===== config.mk =====
export PLATFORM = sky130hd
export DESIGN_NAME = mod_counter_bcd
export DESIGN_NICKNAME = d
export VERILOG_FILES = /design/src/rtl/mod_counter_bcd.sv
export SDC_FILE = /design/constraint.sdc
export NUM_CORES = 1
export LEC_CHECK = 0
export ABC_AREA = 1
export BUFFER_PORTS_ARGS = -buffer_cell sky130_fd_sc_hd__clkbuf_2
export CAP_MARGIN = 20
export CORE_MARGIN = 2
export CORE_UTILIZATION = 45
export DETAILED_ROUTE_END_ITERATION = 12
export PLACE_DENSITY_LB_ADDON = 0.25
export RECOVER_POWER = 50
export SYNTH_ARGS = -nofsm -noshare
export SYNTH_HDL_FRONTEND = slang
export SYNTH_SLANG_ARGS = --single-unit
export TNS_END_PERCENT = 30

===== constraint.sdc =====
create_clock -name clk -period 1.9 [get_ports clk]
set_input_delay 0.095 -clock clk [delete_from_list [all_inputs] [get_ports clk]]
set_output_delay 0.095 -clock clk [all_outputs]
set_load 0.01 [all_outputs]

===== src/rtl/mod_counter_bcd.sv =====
// Parametrised modulo-N up/down counter with load, cascadable carry/borrow,
// and a sequential shift-add-3 binary-to-BCD converter that follows the count.
module mod_counter_bcd #(
  parameter int unsigned WIDTH  = 8,
  parameter int unsigned MODULO = 100,
  parameter int unsigned DIGITS = 3
) (
  input  logic                  clk,
  input  logic                  rst,
  input  logic                  enable,
  input  logic                  up_down,
  input  logic                  clear,
  input  logic                  load,
  input  logic [WIDTH-1:0]      load_value,
  output logic [WIDTH-1:0]      count,
  output logic                  o_carry,
  output logic [4*DIGITS-1:0]   bcd,
  output logic                  bcd_valid
);

  localparam int unsigned BW = 4 * DIGITS;
  localparam int unsigned SW = $clog2(WIDTH + 1);
  // One extra bit so MODULO == 2^WIDTH is representable in the load compare
  localparam logic [WIDTH:0]   MOD_EXT = (WIDTH+1)'(MODULO);
  localparam logic [WIDTH-1:0] TOP     = WIDTH'(MODULO - 1);

  typedef enum logic {IDLE, CONV} state_t;

  state_t            state, state_next;
  logic [WIDTH-1:0]  snapshot;
  logic [WIDTH-1:0]  cap_val;
  logic [WIDTH-1:0]  shift_reg;
  logic [BW-1:0]     acc;
  logic [SW-1:0]     step_cnt;

  logic              at_top, at_zero;
  logic [WIDTH-1:0]  load_sat;
  logic              capture, step, finish;
  logic [BW-1:0]     acc_adj;
  logic [BW+WIDTH-1:0] shifted;

  // Terminal-count detection and saturating load value
  always_comb begin
    at_top   = (count == TOP);
    at_zero  = (count == '0);
    load_sat = ({1'b0, load_value} < MOD_EXT) ? load_value : TOP;
    o_carry  = enable & ~clear & ~load &
               ((up_down & at_top) | (~up_down & at_zero));
  end

  // Count register: clear > load > enable
  always_ff @(posedge clk or posedge rst) begin
    if (rst) begin
      count <= '0;
    end else if (clear) begin
      count <= '0;
    end else if (load) begin
      count <= load_sat;
    end else if (enable) begin
      if (up_down) count <= at_top  ? '0  : count + WIDTH'(1);
      else         count <= at_zero ? TOP : count - WIDTH'(1);
    end
  end

  // Converter state register
  always_ff @(posedge clk or posedge rst) begin
    if (rst) state <= IDLE;
    else     state <= state_next;
  end

  // Converter next-state and step controls
  always_comb begin
    state_next = state;
    capture    = 1'b0;
    step       = 1'b0;
    finish     = 1'b0;
    case (state)
      IDLE: begin
        if (count != snapshot) begin
          capture    = 1'b1;
          state_next = CONV;
        end
      end
      CONV: begin
        step = 1'b1;
        if (step_cnt == SW'(1)) begin
          finish     = 1'b1;
          state_next = IDLE;
        end
      end
      default: state_next = IDLE;
    endcase
  end

  // One shift-add-3 step: correct digits >= 5, then shift {acc, shift_reg} left
  always_comb begin
    acc_adj = acc;
    for (int d = 0; d < int'(DIGITS); d++) begin
      if (acc[4*d +: 4] >= 4'd5) acc_adj[4*d +: 4] = acc[4*d +: 4] + 4'd3;
    end
    shifted = {acc_adj, shift_reg} << 1;
  end

  // Converter datapath; bcd only changes on the final step
  always_ff @(posedge clk or posedge rst) begin
    if (rst) begin
      shift_reg <= '0;
      cap_val   <= '0;
      acc       <= '0;
      step_cnt  <= '0;
      snapshot  <= '0;
      bcd       <= '0;
    end else if (capture) begin
      shift_reg <= count;
      cap_val   <= count;
      acc       <= '0;
      step_cnt  <= SW'(WIDTH);
    end else if (step) begin
      shift_reg <= shifted[WIDTH-1:0];
      acc       <= shifted[BW+WIDTH-1:WIDTH];
      step_cnt  <= step_cnt - SW'(1);
      if (finish) begin
        bcd      <= shifted[BW+WIDTH-1:WIDTH];
        snapshot <= cap_val;
      end
    end
  end

  assign bcd_valid = (state == IDLE) && (count == snapshot);

endmodule


# After elaboration in Yosys (flattened, before gate mapping)
# Cells that the tools add are included.
dict set report op_classes {
  n_lt_le_gt_ge 4
  n_addsub 6
  bitwise 11
  eq_ne 4
  muxes 23
  n_reduce_logical 5
}
# cell count
set op_table {}
lappend op_table {{two-way mux 8 bit} 9}
lappend op_table {{two-way mux 12 bit} 2}
lappend op_table {{two-way mux 4 bit} 4}
lappend op_table {{greater-or-equal comparator 4 x 3 -> 1 bit, second input constant} 3}
lappend op_table {{adder 4 x 2 -> 4 bit, second input constant} 2}
lappend op_table {{adder 8 x 1 -> 8 bit, second input constant} 1}
lappend op_table {{== test 8 x 7 -> 1 bit, second input constant} 1}
lappend op_table {{== test 8 bit} 1}
lappend op_table {{logical NOT 8 bit} 1}
lappend op_table {{less-than comparator 8 x 7 -> 1 bit, second input constant} 1}
lappend op_table {{inequality test 8 bit} 1}
lappend op_table {{subtractor 8 x 1 -> 8 bit, second input constant} 1}
lappend op_table {{two-way mux 1 bit} 6}
lappend op_table {{AND 1 bit} 5}
lappend op_table {{NOT 1 bit} 5}
lappend op_table {{== test 4 x 1 -> 1 bit, second input constant} 1}
lappend op_table {{subtractor 4 x 1 -> 4 bit, second input constant} 1}
lappend op_table {{adder 3 x 2 -> 3 bit, second input constant} 1}
lappend op_table {{two-way mux 3 bit} 1}
lappend op_table {{AND reduction 3 bit} 1}
lappend op_table {{nonzero test 3 bit} 1}
lappend op_table {{case mux 1 bit (2 select lines)} 1}
lappend op_table {{nonzero test 2 bit} 1}
lappend op_table {{logical AND 1 bit} 1}
lappend op_table {{bitwise OR 1 bit} 1}
dict set report totals {
  wordCells 61
  out_inout_bits 22
  input_bits 14
  ff_bits 61
}

# Longest topological paths before layout
dict set report logic_depth {
  ltp_word 6
  depth_mapped 11
  depth_no_buf 11
}

# Least setup slack after synthesis
# Ideal clock, no wire load.
dict set report synth_path {
  path_type {register to register}
  start {register count[2]}
  end {register acc[7]}
  required_time_ns 1.826
  arrival_time_ns 1.432
  setup_slack_ns 0.394
  setup_ns 0.074
  path_stages_with_launch 9
  n_path_buf 2
  synth_period_minus_slack_ns 1.506
  path_cell_list {dfrtp_1 buf_4 xor2_1 nor2_4 nand2_2 nor2_4 nand2_4 buf_6 o21ai_2}
}
dict set report synth_via {
  elab_chain_len 4
  elab_cells_between_ends 5
  cone_classes {eq/ne: 1; mux: 3; reduce/logical: 1}
}
# item line
set synth_rtl {}
lappend synth_rtl {{start, declared} 15} ;# output logic [WIDTH-1:0] count,
lappend synth_rtl {{start signal, assigned} 58} ;# count <= load_sat;
lappend synth_rtl {{start signal, assigned} 60} ;# if (up_down) count <= at_top ? '0 : count + WIDTH'(1);
lappend synth_rtl {{start signal, assigned} 61} ;# else count <= at_zero ? TOP : count - WIDTH'(1);
lappend synth_rtl {{inequality test 8 bit *} 79} ;# if (count != snapshot) begin
lappend synth_rtl {{two-way mux 1 bit *} 79}
lappend synth_rtl {{two-way mux 1 bit *} 77} ;# case (state)
lappend synth_rtl {{two-way mux 12 bit / nonzero test 2 bit (equally long branches)} -}
lappend synth_rtl {{end signal, assigned} 120} ;# acc <= shifted[BW+WIDTH-1:WIDTH];
lappend synth_rtl {{end, declared} 33} ;# logic [BW-1:0] acc;
# Mark *: on every way between the ends. The rest lies on a longest branch, timed or not.
# A chain may end at the register's enable or synchronous reset.

# Worst setup path after layout
dict set report layout_path {
  start {register count[4]}
  end {output o_carry}
}
dict set report layout_via {
  elab_chain_len 4
  elab_cells_between_ends 6
  cone_classes {eq/ne: 1; bitwise: 4; reduce/logical: 1}
}
# item line
set layout_rtl {}
lappend layout_rtl {{== test 8 x 7 -> 1 bit / logical NOT 8 bit (equally long branches)} {44, 45}}
lappend layout_rtl {{AND 1 bit} 48} ;# ((up_down & at_top) | (~up_down & at_zero));
lappend layout_rtl {{bitwise OR 1 bit *} 48}
lappend layout_rtl {{AND 1 bit *} 47} ;# o_carry = enable & ~clear & ~load &
lappend layout_rtl {{end, declared} 16} ;# output logic o_carry,
# Marked as above.

==> results_dict.tcl <==
set metrics [dict create \
    timing.rr.start "acc[0]" \
    fin_tns_setup_ns 0 \
    yosysSeqAreaShare_pct 45.2 \
    drv_cap 0 \
    ir_drop_v 0.000669 \
    ys_ff_latch 61 \
    dieArea_sq_mm 0.00821 \
    n_antenna_cell 0 \
    wl_microns 7520 \
    rows 31 \
    drtIter0Drc 142 \
    core_area_sq_mm 0.00725 \
    die_h_microns 90.6 \
    synthTopCellsByCount "144 x nand2_1, 61 x dfrtp_1, 50 x nand3_1" \
    drive_gt1_share_pct 18.1 \
    endpoint_kind "output pin" \
    die_x_microns 90.6 \
    yosysMostFrequentCell "nand2_1" \
    hold_ws_ns 0.0586 \
    synth_top_area_share_pct 45.2 \
    drt_pass1_iterations 4 \
    finalMaxSlewViolations 0 \
    vias 2979 \
    run_status "complete, no violations" \
    final_util_pct 54.7 \
    grt_pass1_vias 2815 \
    placed_area_sq_mm 0.00371 \
    ys_types 29 \
    hold_class "input port to flop" \
    routabilityCongestion 0.822 \
    path_clk_slew_ns 0.07 \
    synth_area_leader_cell "dfrtp_1" \
    critPathLaunch "count[4]" \
    overflow 0 \
    maxSlewHeadroom_pct 44.4 \
    synthTopCellsByArea "dfrtp_1 45%, nand2_1 16%, nand3_1 7.4%" \
    required_ns 1.80 \
    nets 517 \
    layout_min_cycle_time_ns 1.78 \
    grt_max_degree 62 \
    crit_end "o_carry" \
    r2r_slack_ns 0.27 \
    top_regs "acc (12), bcd (12)" \
    multi_input_area_sq_mm 0.00163 \
    p_leak_uw 0.00212 \
    async_flop_share_pct 100 \
    syn_area_per_cell_sq_um 7.71 \
    worstRegToRegCells 8 \
    rr_endpoint "acc[2]" \
    path_class "flop to output pin" \
    grt_pass1_wl_microns 12800 \
    timing.final.crit_share_pct 93.8 \
    crit_fanout 9 \
    power_density_mw_per_mm2 1380 \
    cts_htree_levels 3 \
    worstSkewPairLatency_ns 0.34 \
    netlist_area_sq_mm 0.00338 \
    start_util_pct 46.5 \
    numPortBuffers 35 \
    detail_route.vias_per_cell 5.01 \
    hpwl_microns 5400 \
    synth.net_count 463 \
    tritoncts.num_buffers 9 \
    yosysWarnings 0 \
    tightestPinTransition_ns 0.834 \
    track_usage_pct 19.3 \
    dominantRegCellSynth "dfrtp_1" \
    antenna_found_initial 0 \
    fin_cells 595 \
    syn2layout_area_growth_pct 17.6 \
    cts_tree "yes" \
    ff_latch_area_sq_mm 0.00153 \
    fmax_mhz 561 \
    cts_max_path_buffers 2 \
    stdcell_area_sq_mm 0.00397 \
    syn-instance-count 438 \
    cp-start-kind "flop" \
    root_buffer "clkbuf_8" \
    wl_per_cell_microns 12.6 \
    clkSinkCount 61 \
    fin_skew_ns 0.00820 \
    setup-violations-final 0 \
    rsz0062_at_grt "false" \
    synth_edf_count 0 \
    crit_arrival_ns 1.69 \
    drc 0 \
    fillers 695 \
    ant_nets 0 \
    dpl.cell_count 572 \
    final-hold-violation-count 0 \
    ios 36 \
]
## cells in the final DEF (no fill, tap or decap), types with 2 or more instances in the layout
cell type  synthesis  final
nand3b_1           2      2
nand2_1          144    144
o21ai_2            6      6
a21oi_1            8      8
nand4_1            5      5
ha_1              11     10
xor2_1            10     10
dfrtp_1           61     59
clkinv_2           0      3
or2_2              2      2
clkbuf_2           0     24
xnor2_1            4      4
nor2_2             1      6
o21ai_0           31     31
nor2_1            28     23
clkbuf_8           0     11
dfrtp_2            0      2
o21bai_2           4      4
buf_4              2     20
inv_1             45     43
nor3_1             3      3
nand3_1           50     50
nor2_4             2      2
clkbuf_1           5     10
## area by class of cell
cell class                      count  share of cell area [%]
Clock inverter                      4                   0.599
Multi-Input combinational cell    316                    40.9
Tap cell                           99                    3.12
Timing Repair Buffer               58                    8.60
Sequential cell                    61                    38.5
Inverter                           46                    4.41
Clock buffer                       11                    3.81
## critical path: stages, from the launching register on
cell	delay, ns
dfrtp_1	0.41
buf_4	0.18
nor2_2	0.12
nand2_1	0.09
nor2_2	0.13
nand2_1	0.08
nand2_1	0.09
inv_1	0.06
nor2_1	0.07
buf_2	0.13
## worst min-delay path by stage
stage,endpoint,cells past startpoint,slack [ns],from
after floorplan,count[1],2,0.26,load_value[1]
after global placement,count[7],3,0.17,rst
after detailed placement,bcd[3],3,0.17,rst
after CTS,count[1],3,0.05,load_value[1]
after global routing,count[1],3,0.08,load_value[1]
final,count[1],3,0.06,load_value[1]
## metal layers
layer  share of wire (%)  wire (microns)  up-vias  global-route usage (%)
met4                 1.2              90        0                    6.15
met3                 3.9             291        8                    3.59
li1                    -               -     1506                       -
met1                  49            3700     1403                    26.7
met5                   0               0        -                       0
met2                  46            3440       62                    30.8
## cells by family after synthesis
group | count (synthesis) | synth area share [%]
xor+xnor | 14 | 3.63
simple gates | 241 | 30.6
fa+ha+maj | 11 | 4.08
buf+inv | 61 | 7.63
flops | 61 | 45.2
compound gates | 50 | 8.86
## power by group
group          internal (uW)  total, uW  switching, uW
combinational            912       2300           1390
clock                    532       1030            500
sequential              1800       2130            325
total                   3250       5460           2220
## stage by stage
step	power [uW]	setup WS, ns
floorplan	3830	0.292
global placement	4390	0.280
detailed placement	4450	0.262
CTS	5510	0.0206
global route	5970	0.00209
finish	5460	0.117
## timing repair
| action | in CTS | in global routing |
|---|---|---|
| gates resized for setup | 2 | 13 |
| pin swaps | 0 | 2 |
| endpoints found under the hold margin | 61 | 0 |
| buffers inserted | 0 | 7 |
| hold buffers | 1 | 0 |
| endpoints found under the setup margin | 2 | 2 |
No activity file was read; power rests on OpenSTA's default activity.
